## src/rtl/conv2d_engine.sv

```systemverilog
// conv2d_engine: on-chip image/filter buffers feeding one signed MAC per cycle,
// streaming 2D convolution results filter-major over a valid/ready port.
module conv2d_engine #(
    parameter int DATA_W      = 8,
    parameter int IMG_W       = 8,
    parameter int IMG_H       = 8,
    parameter int K           = 2,
    parameter int NUM_FILTERS = 4,
    parameter int STRIDE      = 1,
    parameter int RELU        = 0,
    parameter int ACC_W       = 2*DATA_W+$clog2(K*K)+1,
    parameter int ADDR_W      = $clog2((IMG_W*IMG_H > NUM_FILTERS*K*K) ?
                                       IMG_W*IMG_H : NUM_FILTERS*K*K),
    localparam int FW = (NUM_FILTERS > 1) ? $clog2(NUM_FILTERS) : 1,
    localparam int RW = (IMG_H > 1) ? $clog2(IMG_H) : 1,
    localparam int CW = (IMG_W > 1) ? $clog2(IMG_W) : 1
) (
    input  logic                    clk,
    input  logic                    rst_n,
    input  logic                    ld_en,
    input  logic                    ld_sel,
    input  logic [ADDR_W-1:0]       ld_addr,
    input  logic [DATA_W-1:0]       ld_data,
    input  logic                    start,
    output logic                    busy,
    output logic                    res_valid,
    input  logic                    res_ready,
    output logic [ACC_W-1:0]        res_data,
    output logic [FW-1:0]           res_filter,
    output logic [RW-1:0]           res_row,
    output logic [CW-1:0]           res_col,
    output logic                    done
);

    localparam int OUT_W = (IMG_W-K)/STRIDE+1;
    localparam int OUT_H = (IMG_H-K)/STRIDE+1;
    localparam int IMG_N = IMG_W*IMG_H;
    localparam int FLT_N = NUM_FILTERS*K*K;
    localparam int IA_W  = (IMG_N > 1) ? $clog2(IMG_N) : 1;
    localparam int FA_W  = (FLT_N > 1) ? $clog2(FLT_N) : 1;
    localparam int TW    = (K > 1) ? $clog2(K) : 1;
    localparam int PW    = 2*DATA_W;

    localparam logic [TW-1:0] T_LAST = TW'(K-1);
    localparam logic [CW-1:0] C_LAST = CW'(OUT_W-1);
    localparam logic [RW-1:0] R_LAST = RW'(OUT_H-1);
    localparam logic [FW-1:0] F_LAST = FW'(NUM_FILTERS-1);

    typedef enum logic [1:0] {S_IDLE, S_MAC, S_EMIT, S_DONE} state_t;
    state_t state, state_nx;

    logic signed [DATA_W-1:0] img_mem [IMG_N];
    logic signed [DATA_W-1:0] flt_mem [FLT_N];

    logic [TW-1:0]           ti, tj;
    logic [CW-1:0]           col;
    logic [RW-1:0]           row;
    logic [FW-1:0]           fil;
    logic signed [ACC_W-1:0] acc;
    logic [IA_W-1:0]         img_ra;
    logic [FA_W-1:0]         flt_ra;
    logic signed [PW-1:0]    pix, wgt, prod;
    logic                    last_tap, last_res;

    // Memories are intentionally not reset; writes only land while idle.
    always_ff @(posedge clk) begin
        if (ld_en && state == S_IDLE) begin
            if (!ld_sel && int'(ld_addr) < IMG_N)
                img_mem[ld_addr[IA_W-1:0]] <= $signed(ld_data);
            if (ld_sel && int'(ld_addr) < FLT_N)
                flt_mem[ld_addr[FA_W-1:0]] <= $signed(ld_data);
        end
    end

    assign img_ra = IA_W'((int'(row)*STRIDE + int'(ti))*IMG_W
                          + int'(col)*STRIDE + int'(tj));
    assign flt_ra = FA_W'((int'(fil)*K + int'(ti))*K + int'(tj));

    assign pix  = PW'(img_mem[img_ra]);
    assign wgt  = PW'(flt_mem[flt_ra]);
    assign prod = pix * wgt;

    assign last_tap = (ti == T_LAST) && (tj == T_LAST);
    assign last_res = (col == C_LAST) && (row == R_LAST) && (fil == F_LAST);

    always_ff @(posedge clk or negedge rst_n) begin
        if (!rst_n) state <= S_IDLE;
        else        state <= state_nx;
    end

    always_comb begin
        state_nx  = state;
        busy      = 1'b0;
        res_valid = 1'b0;
        done      = 1'b0;
        unique case (state)
            S_IDLE: if (start) state_nx = S_MAC;
            S_MAC: begin
                busy = 1'b1;
                if (last_tap) state_nx = S_EMIT;
            end
            S_EMIT: begin
                busy      = 1'b1;
                res_valid = 1'b1;
                if (res_ready) state_nx = last_res ? S_DONE : S_MAC;
            end
            S_DONE: begin
                done     = 1'b1;
                state_nx = S_IDLE;
            end
            default: state_nx = S_IDLE;
        endcase
    end

    always_ff @(posedge clk or negedge rst_n) begin
        if (!rst_n) begin
            ti  <= '0;
            tj  <= '0;
            col <= '0;
            row <= '0;
            fil <= '0;
            acc <= '0;
        end else begin
            unique case (state)
                S_IDLE: if (start) begin
                    ti  <= '0;
                    tj  <= '0;
                    col <= '0;
                    row <= '0;
                    fil <= '0;
                    acc <= '0;
                end
                S_MAC: begin
                    acc <= acc + ACC_W'(prod);
                    if (tj == T_LAST) begin
                        tj <= '0;
                        ti <= (ti == T_LAST) ? '0 : ti + 1'b1;
                    end else begin
                        tj <= tj + 1'b1;
                    end
                end
                S_EMIT: if (res_ready) begin
                    acc <= '0;
                    // col fastest, then row, then filter; all wrap to 0 at the end
                    if (col == C_LAST) begin
                        col <= '0;
                        if (row == R_LAST) begin
                            row <= '0;
                            fil <= (fil == F_LAST) ? '0 : fil + 1'b1;
                        end else begin
                            row <= row + 1'b1;
                        end
                    end else begin
                        col <= col + 1'b1;
                    end
                end
                default: ;
            endcase
        end
    end

    assign res_data   = !res_valid ? '0 :
                        (RELU != 0 && acc[ACC_W-1]) ? '0 : acc;
    assign res_filter = fil;
    assign res_row    = row;
    assign res_col    = col;

endmodule

```

## config.mk

```make
export PLATFORM = sky130hd
export DESIGN_NAME = conv2d_engine
export DESIGN_NICKNAME = d
export VERILOG_FILES = /design/src/rtl/conv2d_engine.sv
export SDC_FILE = /design/constraint.sdc
export NUM_CORES = 1
export LEC_CHECK = 0
export CAP_MARGIN = 25
export CORE_MARGIN = 3
export CORE_UTILIZATION = 39
export CTS_CLUSTER_DIAMETER = 120
export DETAILED_ROUTE_END_ITERATION = 7
export GPL_TIMING_DRIVEN = 0
export PLACE_DENSITY = 0.58
export RECOVER_POWER = 50
export SLEW_MARGIN = 20
export SYNTH_ARGS = -nofsm -noshare
export SYNTH_HDL_FRONTEND = slang
export SYNTH_SLANG_ARGS = --single-unit
```

## constraint.sdc

```tcl
create_clock -name clk -period 6.6 [get_ports clk]
set_input_delay 0.66 -clock clk [delete_from_list [all_inputs] [get_ports clk]]
set_output_delay 0.66 -clock clk [all_outputs]
set_load 0.03 [all_outputs]
```

Word-level counts from Yosys, hierarchy flattened

Memory sizes are Yosys's and may differ from the RTL's.
Cells that the tools add are included.

Add/subtract/negate cells: 11
$mul: 1
$lt $le $gt $ge: 1
Equal/unequal tests: 12
Muxes and demuxes: 38
Reduce and logical (&&, ||, !) cells: 17

Operators by type and width:

| cell                                                                  | number |
|---|---|
| 19-bit 2-to-1 mux                                                     | 3 |
| 19-bit one-hot mux with 3 select lines                                | 1 |
| 19-bit by 16-bit adder with 19-bit output                             | 1 |
| 2-bit 2-to-1 mux                                                      | 9 |
| 3-bit 2-to-1 mux                                                      | 6 |
| 8-bit by 8-bit multiplier with 16-bit output                          | 1 |
| 1-bit 2-to-1 mux                                                      | 13 |
| 2-bit != test (second input constant)                                 | 6 |
| 3-bit one-hot mux with 2 select lines                                 | 2 |
| 3-bit AND reduction                                                   | 4 |
| 2-bit one-hot mux with 4 select lines                                 | 1 |
| 3-bit by 1-bit adder with 3-bit output                                | 2 |
| 3-bit by 1-bit adder with 3-bit output (second input constant)        | 2 |
| 6-bit by 1-bit adder with 6-bit output                                | 1 |
| 6-bit by 3-bit adder with 6-bit output                                | 1 |
| 2-bit == test (second input constant)                                 | 3 |
| 3-bit == test (second input constant)                                 | 2 |
| 6-bit by 5-bit < comparator with 1-bit output (second input constant) | 1 |
| 1-bit logical AND                                                     | 5 |
| 5-bit AND reduction                                                   | 1 |
| 4-bit by 1-bit adder with 4-bit output                                | 1 |
| 1-bit one-hot mux with 2 select lines                                 | 2 |
| 2-bit one-hot mux with 2 select lines                                 | 1 |
| 4-bit AND reduction                                                   | 1 |
| other kinds (8)                                                       | 10 |

Bits in registers: 31
RAM bits: 640
Bits of input ports: 20
Memories kept: 2

Memories:

| memory  | words | bits a word | rd ports | clocked after Yosys merged registers in | wr ports | line | source |
|---|---|---|---|---|---|---|---|
| img_mem | 64    | 8           | 1        | 0                                       | 1        | 52   | `logic signed [DATA_W-1:0] img_mem [IMG_N];` |
| flt_mem | 16    | 8           | 1        | 0                                       | 1        | 53   | `logic signed [DATA_W-1:0] flt_mem [FLT_N];` |

Longest topological paths before layout

An unclocked memory read counts as a cell.

Depth in word-level cells: 7
Depth in mapped cells: 27
Mapped depth without buffers: 25

Worst setup path after synthesis

No wires, ideal clock.

Path kind: flip-flop to flip-flop
Start: register col[0] (netlist: res_col[0])
End: register acc[18]
Arrival time: 6.829 ns
Data required time: 6.505 ns
Slack: -0.324 ns
Cell stages (with the launch flop): 23
Buffers on the path: 2
Cells stage by stage: dfrtp_1 > ha_1 > ha_1 > buf_2 > clkbuf_1 > mux4_2 > nand2_1 > a32o_1 > a221oi_4 > a22o_1 > fa_1 > fa_1 > fa_1 > inv_1 > fa_1 > inv_1 > ha_1 > ha_1 > or4_1 > o21ai_0 > a21oi_1 > xnor2_1 > o31ai_1

Cells in the longest elaborated chain, start to end: 6

RTL lines:

| item                                         | line | source |
|---|---|---|
| start: declaration                           | 56   | `logic [CW-1:0] col;` |
| start signal: assignment                     | 154  | `col <= col + 1'b1;` |
| 6-bit by 3-bit adder with 6-bit output       | 76   | `+ int'(col)*STRIDE + int'(tj));` |
| 6-bit by 1-bit adder with 6-bit output       | 76   |  |
| memory 64 x 8 bit                            | -    |  |
| 8-bit by 8-bit multiplier with 16-bit output | 81   | `assign prod = pix * wgt;` |
| 19-bit by 16-bit adder with 19-bit output    | 134  | `acc <= acc + ACC_W'(prod);` |
| 19-bit one-hot mux with 3 select lines       | 124  | `unique case (state)` |
| end signal: assignment                       | 134  |  |
| end: declaration                             | 59   | `logic signed [ACC_W-1:0] acc;` |

No other way between the ends.
A chain may end at the register's enable or synchronous reset.

Final worst setup path

Start: register tj
End: register acc[18]

Cells in the longest elaborated chain, start to end: 5
Elaborated cells between the ends (all ways): 7
Those cells by class: add/sub (3); mul (1); mux (1); memory (2)

RTL lines:

| item                                                                                             | line   | source |
|---|---|---|
| start: declaration                                                                               | 55     | `logic [TW-1:0] ti, tj;` |
| start signal: assignment                                                                         | 139    | `tj <= tj + 1'b1;` |
| 6-bit by 1-bit adder with 6-bit output or 4-bit by 1-bit adder with 4-bit output (tied branches) | 76, 77 |  |
| memory 64 x 8 bit or memory 16 x 8 bit (tied branches)                                           | -      |  |
| 8-bit by 8-bit multiplier with 16-bit output (*)                                                 | 81     |  |
| 19-bit by 16-bit adder with 19-bit output (*)                                                    | 134    |  |
| 19-bit one-hot mux with 3 select lines (*)                                                       | 124    |  |

Mark *: on every way between the ends. The rest lies on a longest branch, timed or not.

==> metrics.md <==
| Metric | Value |
|---|---|
| DR iter-0 viols | 1389 |
| Final WL | 76.04 mm |
| # hold bufs at CTS | 0 |
| Register area | 20000 um^2 |
| Largest net degree at the start of global routing | 81 |
| Drt pass-1 iters | 7 |
| Post-DP HPWL | 50.43 mm |
| Most common cell in the netlist | edfxtp_1 |
| Final net count | 2110 |
| Setup WS post-layout | -54.67 ps |
| M3 GR Usage | 0.03594 |
| Critical Path AT | 7150 ps |
| Row cnt | 102 |
| Vias in the first global route | 17150 |
| Area delta synth->final | 21.73% |
| Max-cap violations | 14 |
| Gr busiest metal | met2 |
| Yosys warns | 0 |
| Synthesized instance count | 1717 |
| Post-synthesis instance area | 30550 um^2 |
| RSZ-0062 raised after global routing | true |
| Syn Nets | 1875 |
| # IOs | 50 |
| Crit path time final | 6655 ps |
| Fmax | 150.3 MHz |
| Sequential area share after synthesis | 0.6544 |
| Die Wd | 285.9 um |
| Critical Path Fanout Max | 8 |
| DRC | 0 |
| Status | complete, but fails checks |
| Critical Path End Type | register |
| Core Area | 77470 um^2 |
| Die ar. | 81730 um^2 |
| Final Cycle Share | 1.008 |
| Die H | 285.9 um |
| Ant diodes | 0 |
| Final setup fails | 2 |
| Top FF cell, synth | edfxtp_1 |
| Syn_area_per_cell | 17.79 um^2 |
| Dpl cells | 2811 |
| Fin Hold WS | 496.7 ps |
| Reg2Reg Depth | 25 |
| Worst slew margin | -1.339 |
| Total CTS buffers | 72 |
| Slew @ Worst Pin | 3509 ps |
| Via count | 16490 |
| Antenna violations before repair | 4 |
| Failing checks | capacitance limit, slew limit, setup timing |
| Seq cells post-synth | 671 |
| Gp weighted congestion | 0.8327 |
| Most area-hungry cell type in the Yosys netlist | edfxtp_1 |
| GR Util met2 | 0.3128 |
| Worst reg2reg endpoint | acc[18]$_DFFE_PN0P_ |
| # clock sinks | 671 |
| Clock Latency Late Sink | 630 ps |
| Wire per inst | 24.95 um |
| Fin. max-slew vios | 642 |
| Critical path class | reg2reg |
| Final hold viol count | 0 |
| Met1 usage | 0.2562 |
| Share of layout cells above drive strength 1 | 0.2970 |
| Worst-path clk slew | 70 ps |
| Startpoint types | register |
| Register-to-register setup slack | -50 ps |
| Total global-route track usage | 0.1881 |
| Port bufs | 46 |
| Distinct cells, synth | 64 |
| Setup TNS | -68.87 ps |
| WP data required | 7100 ps |
| H-tree levels | 3 |
| Fraction of registers with async set or reset after synthesis | 0.04620 |
| Vias/cell | 5.411 |
| Root Buffer | clkbuf_16 |
| Layout filler cell count | 6516 |
| Clock Tree Buf Depth | 3 |
| FF-to-FF Start | tj$_DFFE_PN0P_ |
| Hold crit path type | in2async |
| Initial core utilization | 0.3944 |
| TritonCTS clock tree | done |
| First-pass GRT wire length | 113.3 mm |
| Number of enable flip-flop cells after synthesis | 640 |
| Clk_skew | 38.55 ps |
| Remaining global-route overflow | 0 |
| Final std cells w/o fill | 3047 |
| Commonest cells post-synth | 640 x edfxtp_1, 164 x mux4_2, 128 x inv_1, 89 x nor2_1, 85 x fa_1 |
| Routed Antenna Nets | 0 |
| Synth top area share | 0.6290 |
| Multi-input logic area | 10530 um^2 |
| Largest cells by area after synthesis | edfxtp_1 63%, mux4_2 12%, fa_1 5.6% |
## placed cells by master (no fill, tap or decap), types with 14 or more instances in the layout
cell type	Yosys	final
a22o_1	20	16
a22oi_1	26	18
a32o_2	0	14
and2_1	33	32
buf_12	1	32
buf_4	16	95
buf_6	7	16
clkbuf_1	32	47
clkbuf_16	0	74
clkdlybuf4s50_1	0	35
dfrtp_1	31	26
edfxtp_1	640	640
fa_1	85	79
ha_1	53	35
ha_4	0	16
inv_1	128	122
mux2i_1	49	26
mux4_2	164	164
nand2_1	77	76
nand3_1	20	16
nor2_1	89	88
o21ai_0	30	22
o22ai_1	19	14
xnor2_1	17	14
## metal layers
metal / routed length [um] / share of wire
met1: 32190 / 0.42
met2: 37430 / 0.49
met3: 4443 / 0.058
met4: 1913 / 0.025
met5: 63 / 0.00083
## logic make-up (layout without fill, tap and decap cells)
logic type      count (synthesis)  after routing  synth area share
compound gates                169            169           0.04431
simple gates                  279            279           0.04358
fa+ha+maj                     138            138           0.07740
mux                           217            217            0.1404
flops                         671            671            0.6544
xor+xnor                       26             26          0.008068
buf+inv                       217            507           0.03182
## state kept, by name (all words and copies together) (netlist names), 2 cells and up
signal      flops
flt_mem       128
res_col         3
res_row         3
acc            19
img_mem       512
state           2
res_filter      2
## cell type report
class / count / share of cell area
buffer: 77 / 0.02268
clock buffer: 86 / 0.05070
clock inverter: 43 / 0.01500
inverter: 133 / 0.01342
multi-input combinational: 829 / 0.2831
sequential: 671 / 0.5378
tap: 1040 / 0.03499
timing repair buffer: 168 / 0.04232
## critical path, stage by stage, from the launching register on
cell and delay (ps):
dfrtp_2 470, ha_4 360, buf_12 190, buf_12 150, buf_12 140, buf_4 120
mux4_2 530, mux2i_2 220, a221o_2 290, o22ai_2 120, fa_1 480, inv_1 50
fa_1 500, inv_1 60, fa_1 440, fa_1 480, inv_1 50, fa_1 510
inv_2 50, ha_4 260, o21a_4 170, a21boi_4 250, o21ai_4 110, a21oi_2 190
xnor2_2 90, o31ai_1 220
## what timing repair did
action / CTS / global route
pin swaps: 44 / 49
setup buffers: 74 / 35
hold endpoints to repair: 0 / 0
gates resized for setup: 218 / 71
endpoints found under the setup margin: 14 / 11
cloned: 6 / 0
## through the flow
stage	instance area [um^2]	utilization	setup WS (ps)
finish	37190	0.4801	-54.67
global placement	32370	0.4179	-1457
detailed placement	32530	0.4200	-1544
CTS	36760	0.4745	-99.07
global route	37190	0.4801	-220.9
floorplan	30610	-	6.271
## how the worst max path moves through the flow
stage | from | to | slack (ps) | depth (start not counted)
6_report | tj$_DFFE_PN0P_ | acc[18]$_DFFE_PN0P_ | -50 | 25
5_1_grt | tj$_DFFE_PN0P_ | acc[18]$_DFFE_PN0P_ | -220 | 25
4_1_cts | tj$_DFFE_PN0P_ | acc[18]$_DFFE_PN0P_ | -100 | 23
3_5_place_dp | res_col[0]$_DFFE_PN0P_ | acc[18]$_DFFE_PN0P_ | -1540 | 23
3_3_place_gp | res_col[0]$_DFFE_PN0P_ | acc[18]$_DFFE_PN0P_ | -1460 | 23
2_1_floorplan | res_row[0]$_DFFE_PN0P_ | acc[15]$_DFFE_PN0P_ | 6 | 24
Power is not shown: default switching activity piles up to over one toggle a cycle in this logic, so the estimate is an artifact.
